<file path="config.mk">
export PLATFORM = sky130hd
export DESIGN_NAME = ifu_fetch_unit
export DESIGN_NICKNAME = d
export VERILOG_FILES = /design/src/rtl/ifu_pkg.sv /design/src/rtl/ifu_fetch_unit_perf.sv /design/src/rtl/ifu_fetch_unit.sv
export SDC_FILE = /design/constraint.sdc
export NUM_CORES = 1
export LEC_CHECK = 0
export CORE_ASPECT_RATIO = 1.25
export CORE_UTILIZATION = 25
export DETAILED_ROUTE_END_ITERATION = 10
export PLACE_DENSITY_LB_ADDON = 0.15
export SKIP_CTS_REPAIR_TIMING = 1
export SYNTH_ARGS = -nofsm -noshare
export SYNTH_HDL_FRONTEND = slang
export SYNTH_HIERARCHICAL = 1
export SYNTH_SLANG_ARGS = --single-unit
</file>
<file path="constraint.sdc">
create_clock -name clock -period 3.02 [get_ports clock]
set_input_delay 0.453 -clock clock [delete_from_list [all_inputs] [get_ports clock]]
set_output_delay 0.453 -clock clock [all_outputs]
set_load 0.1 [all_outputs]
</file>
<file path="src/rtl/ifu_pkg.sv">
// Shared types and constants for the instruction fetch unit.
// Used by the fetch FSM and its performance counters.
package ifu_pkg;

  typedef enum logic [1:0] {
    S_AR   = 2'd0,
    S_R    = 2'd1,
    S_HAND = 2'd2,
    S_WAIT = 2'd3
  } ifu_state_t;

  localparam logic [1:0]  AXI_RESP_OKAY      = 2'b00;
  localparam logic [31:0] RESET_PC_DEFAULT   = 32'h3000_0000;
  localparam logic [31:0] FAULT_INST_DEFAULT = 32'h0000_0000;

endpackage

</file>
<file path="src/rtl/ifu_fetch_unit_perf.sv">
// Free-running performance counters for the fetch unit.
// Counts completed handoffs and bus-wait cycles; both wrap silently at 2^32.
module ifu_perf_counters (
  input  logic        clock,
  input  logic        reset,
  input  logic        fetch_en_i,
  input  logic        wait_en_i,
  output logic [31:0] fetch_cnt_o,
  output logic [31:0] wait_cnt_o
);

  logic [31:0] fetch_cnt_q;
  logic [31:0] wait_cnt_q;

  always_ff @(posedge clock) begin
    if (reset) begin
      fetch_cnt_q <= 32'd0;
      wait_cnt_q  <= 32'd0;
    end else begin
      if (fetch_en_i) fetch_cnt_q <= fetch_cnt_q + 32'd1;
      if (wait_en_i)  wait_cnt_q  <= wait_cnt_q + 32'd1;
    end
  end

  assign fetch_cnt_o = fetch_cnt_q;
  assign wait_cnt_o  = wait_cnt_q;

endmodule

</file>
<file path="src/rtl/ifu_fetch_unit.sv">
// Non-pipelined instruction fetch unit: reads one word per PC over AXI4-Lite,
// hands it to decode, then waits for the next PC before fetching again.
module ifu_fetch_unit
  import ifu_pkg::*;
#(
  parameter logic [31:0] RESET_PC   = RESET_PC_DEFAULT,
  parameter logic [31:0] FAULT_INST = FAULT_INST_DEFAULT
) (
  input  logic        clock,
  input  logic        reset,
  output logic [31:0] araddr,
  output logic        arvalid,
  input  logic        arready,
  input  logic [31:0] rdata,
  input  logic [1:0]  rresp,
  input  logic        rvalid,
  output logic        rready,
  output logic [31:0] inst,
  output logic [31:0] ifu_to_idu_pc,
  output logic        ifu_valid,
  input  logic        ifu_ready,
  output logic        fetch_fault,
  input  logic        npc_valid,
  input  logic [31:0] npc,
  output logic        npc_ready,
  output logic [31:0] perf_fetch_cnt,
  output logic [31:0] perf_wait_cnt
);

  ifu_state_t  state_q, state_d;
  logic [31:0] pc_q, pc_d;
  logic [31:0] inst_q, inst_d;
  logic        arvalid_q, arvalid_d;
  logic        rready_q, rready_d;
  logic        ifu_valid_q, ifu_valid_d;
  logic        npc_ready_q, npc_ready_d;
  logic        fault_q, fault_d;
  logic        fetch_en;
  logic        wait_en;

  always_ff @(posedge clock) begin
    if (reset) begin
      state_q     <= S_AR;
      pc_q        <= RESET_PC;
      inst_q      <= 32'd0;
      arvalid_q   <= 1'b0;
      rready_q    <= 1'b0;
      ifu_valid_q <= 1'b0;
      npc_ready_q <= 1'b0;
      fault_q     <= 1'b0;
    end else begin
      state_q     <= state_d;
      pc_q        <= pc_d;
      inst_q      <= inst_d;
      arvalid_q   <= arvalid_d;
      rready_q    <= rready_d;
      ifu_valid_q <= ifu_valid_d;
      npc_ready_q <= npc_ready_d;
      fault_q     <= fault_d;
    end
  end

  always_comb begin
    state_d     = state_q;
    pc_d        = pc_q;
    inst_d      = inst_q;
    arvalid_d   = arvalid_q;
    rready_d    = rready_q;
    ifu_valid_d = ifu_valid_q;
    npc_ready_d = npc_ready_q;
    fault_d     = fault_q;
    fetch_en    = 1'b0;
    wait_en     = (state_q == S_AR) || (state_q == S_R);

    case (state_q)
      S_AR: begin
        // After reset or recovery arvalid is low here; raise it first, then wait for the slave.
        if (!arvalid_q) begin
          arvalid_d = 1'b1;
        end else if (arready) begin
          arvalid_d = 1'b0;
          rready_d  = 1'b1;
          state_d   = S_R;
        end
      end
      S_R: begin
        if (rvalid && rready_q) begin
          inst_d      = (rresp == AXI_RESP_OKAY) ? rdata : FAULT_INST;
          fault_d     = (rresp != AXI_RESP_OKAY);
          rready_d    = 1'b0;
          ifu_valid_d = 1'b1;
          state_d     = S_HAND;
        end
      end
      S_HAND: begin
        if (ifu_valid_q && ifu_ready) begin
          ifu_valid_d = 1'b0;
          npc_ready_d = 1'b1;
          fetch_en    = 1'b1;
          state_d     = S_WAIT;
        end
      end
      S_WAIT: begin
        if (npc_valid && npc_ready_q) begin
          npc_ready_d = 1'b0;
          pc_d        = npc;
          if (npc[1:0] == 2'b00) begin
            arvalid_d = 1'b1;
            state_d   = S_AR;
          end else begin
            // Misaligned target: report a fault without touching the bus.
            inst_d      = FAULT_INST;
            fault_d     = 1'b1;
            ifu_valid_d = 1'b1;
            state_d     = S_HAND;
          end
        end
      end
      default: begin
        state_d     = S_AR;
        arvalid_d   = 1'b0;
        rready_d    = 1'b0;
        ifu_valid_d = 1'b0;
        npc_ready_d = 1'b0;
      end
    endcase
  end

  ifu_perf_counters u_perf (
    .clock       (clock),
    .reset       (reset),
    .fetch_en_i  (fetch_en),
    .wait_en_i   (wait_en),
    .fetch_cnt_o (perf_fetch_cnt),
    .wait_cnt_o  (perf_wait_cnt)
  );

  assign araddr        = pc_q;
  assign arvalid       = arvalid_q;
  assign rready        = rready_q;
  assign inst          = inst_q;
  assign ifu_to_idu_pc = pc_q;
  assign ifu_valid     = ifu_valid_q;
  assign npc_ready     = npc_ready_q;
  assign fetch_fault   = fault_q;

endmodule

</file>
==> results.py <==
metrics = {
    "global_routing": {
        "grt_max_degree": 60,
        "antenna_found_initial": 0,
        "grt_overflow": 0,
        "grt_pass1_wl_mm": 28.0,
        "grt_pass1_vias": 5126,
        "grt_usage_pct": 14.2,
    },
    "die": {
        "die_y_um": 177,
        "io_pins": 237,
        "die-area_um2": 25200,
        "floorplan.initialDensity_pct": 25.7,
        "die_w_um": 142,
        "std_cell_rows": 63,
        "coreArea_um2": 23900,
    },
    "detailed_routing": {
        "drt-initial-drc-count": 214,
        "routedWlPerCell_um": 14.5,
        "antenna_left": 0,
        "wl_mm": 17.9,
        "vias_per_cell": 4.55,
        "dr_total_vias": 5611,
        "route.detailed.drc": 0,
        "first_pass_iters": 4,
    },
    "layout": {
        "fillers": 2512,
        "nets": 969,
        "drive_gt1_share_pct": 24.5,
        "post-route-util_pct": 36.5,
        "stdcell_count": 1232,
        "seqCellArea_um2": 2700,
        "syn_to_final_growth_pct": 42.2,
        "multiInputGateArea_um2": 2900,
        "antenna_cells": 0,
    },
    "yosys": {
        "syn_inst": 703,
        "syn_nets": 777,
        "yosys-top-cells-area": "dfxtp_1 44%, nand2_1 7.4%, a21oi_1 5.6%, mux2i_1 5.6%, buf_4 4.0%",
        "yosysTopAreaCellShare_pct": 44.1,
        "yosysWarningCount": 6,
        "yosysSeqAreaShare_pct": 44.1,
        "netlist_area_um2": 6130,
        "yosys_most_used_dff": "dfxtp_1",
        "ys_async_sr_fraction_pct": 0,
        "syn_area_per_cell_um2": 8.72,
        "yosys_register_bits": 135,
        "synthTopCellsByCount": "135 x dfxtp_1, 121 x nand2_1, 68 x a21oi_1, 34 x mux2i_1",
        "synth_edf_count": 0,
        "ys_types": 48,
        "yosys.area.top_type": "dfxtp_1",
        "yosysMostFrequentCell": "dfxtp_1",
    },
    "setup_path": {
        "cp-start-kind": "input port",
        "critical_path_class": "input port to flip-flop",
        "cp.required_ns": 3.33,
        "cp_data_arrival_time_ns": 2.79,
        "critPathCaptureType": "flip-flop",
        "rrSetupSlack_ns": 0.69,
        "worstReg2RegEnd": "u_perf/fetch_cnt_o[30]",
        "r2r-start": "ifu_valid",
        "path_max_fanout": 13,
        "reg2reg_depth": 6,
    },
    "place": {
        "portBuffers": 236,
        "pre_cts_ws_ns": 0.0826,
        "dpl.cell_count": 1201,
        "place_congestion": 0.729,
        "hpwlAfterDp_mm": 12.5,
    },
    "pwr": {
        "p_leak_nw": 3.51,
        "peakVddDrop_uv": 352,
        "p_per_area_nw_per_um2": 487,
        "finalPower_mw": 4.24,
    },
    "timing": {
        "final.setup_skew_ns": 0.0119,
        "fin_ws_ns": 0.539,
        "slew_violations": 0,
        "fin_crit_sh_pct": 82.2,
        "setup_viol": 0,
        "hold_viol": 0,
        "max_freq_mhz": 403,
        "slew_headroom_pct": 56.8,
        "grt_setup_unrepaired": "no",
        "tightest_slew_ns": 0.648,
        "period_needed_ns": 2.48,
        "setup_tns_ns": 0,
    },
    "clock_tree": {
        "h-tree-depth": 4,
        "clk_transition_reported_paths_ns": 0.06,
        "cts.root.buffer_cell": "clkbuf_16",
        "clk_path_buf_depth": 2,
        "cts_buffers": 17,
        "clk-insertion-delay-late_ns": 0.42,
        "cts_tree": "built",
        "cts.sinks": 135,
    },
    "hold_path": {
        "whs_path_depth": 2,
        "hold_end": "fetch_fault",
        "min_from": "fetch_fault",
        "hp-class": "flip-flop to flip-flop",
    },
    "status": {
        "outcome": "completed",
    },
    "run": {
        "drv_cap": 0,
    },
}
==> worst max-delay path, stage by stage <==
cell             delay (ns)
clkdlybuf4s50_1        0.49
nand4b_1               0.17
inv_1                  0.14
nand3_2                0.08
or4_1                  0.72
nor4_1                 0.38
mux2_2                 0.36
==> layout make-up <==
class | instances | area share, %
Timing Repair Buffer | 249 | 23.6
Clock buffer | 18 | 5.04
Sequential cell | 135 | 31.0
Clock inverter | 13 | 1.97
Multi-Input combinational cell | 481 | 33.2
Tap cell | 325 | 4.67
Inverter | 11 | 0.474
==> cell families (layout without fill, tap and decap cells) <==
kind of cell | Yosys count | in the layout | synth area share (%)
flip-flops | 135 | 135 | 44.1
AND/OR/NAND/NOR | 305 | 305 | 26.1
buffers and inverters | 87 | 291 | 8.65
multiplexers | 37 | 37 | 6.10
AO/OA/AOI/OAI | 113 | 113 | 11.2
XOR/XNOR | 24 | 24 | 3.43
adder cells (fa/ha/maj) | 2 | 2 | 0.408
==> through the flow <==
step / cell area [um^2] / hold slack, ns
floorplan: 6130 / 0.575
global placement: 8110 / 0.458
detailed placement: 8110 / 0.465
CTS: 8720 / 0.476
global route: 8720 / 0.491
finish: 8720 / 0.465
==> flip-flops by register name, summed over array words and instances (netlist names) <==
signal              cells
inst                   32
npc_ready               1
state_q                 2
u_perf/fetch_cnt_o     32
araddr                 32
rready                  1
ifu_valid               1
arvalid                 1
u_perf/wait_cnt_o      32
fetch_fault             1
==> worst max path at each step <==
stage,startpoint,end,slack (ns),cells past startpoint
floorplan,ifu_valid,u_perf/fetch_cnt_o[30],0.02,8
global placement,ifu_ready,u_perf/fetch_cnt_o[16],0.09,8
detailed placement,ifu_ready,u_perf/fetch_cnt_o[30],0.08,7
CTS,ifu_ready,u_perf/fetch_cnt_o[16],0.53,8
global route,ifu_ready,u_perf/fetch_cnt_o[21],0.38,8
finish,ifu_ready,u_perf/fetch_cnt_o[30],0.54,7
==> placed cells by master (no fill, tap or decap), drive strengths merged, types with 17 or more instances in the layout <==
cell type,instances
buf,179
dfxtp,135
nand2,121
clkdlybuf4s50,70
a21oi,68
mux2i,34
nor2,33
nand2b,32
or4,27
o31ai,24
nand3,21
clkbuf,18
nand4,17
==> where the power goes <==
part,total [mW],leakage [nW],switching (mW),internal [mW]
clock network,2.17,0.293,0.844,1.33
registers,1.80,1.09,0.0120,1.79
logic,0.267,2.13,0.144,0.123
==> layer usage <==
metal,track usage [%],vias up,part of all wire (%)
li1,-,2819,-
met1,16.7,2611,43
met2,24.5,159,51
met3,3.19,22,4.8
met4,5.87,0,2.0
met5,0,-,0
No activity file was read; power rests on OpenSTA's default activity.
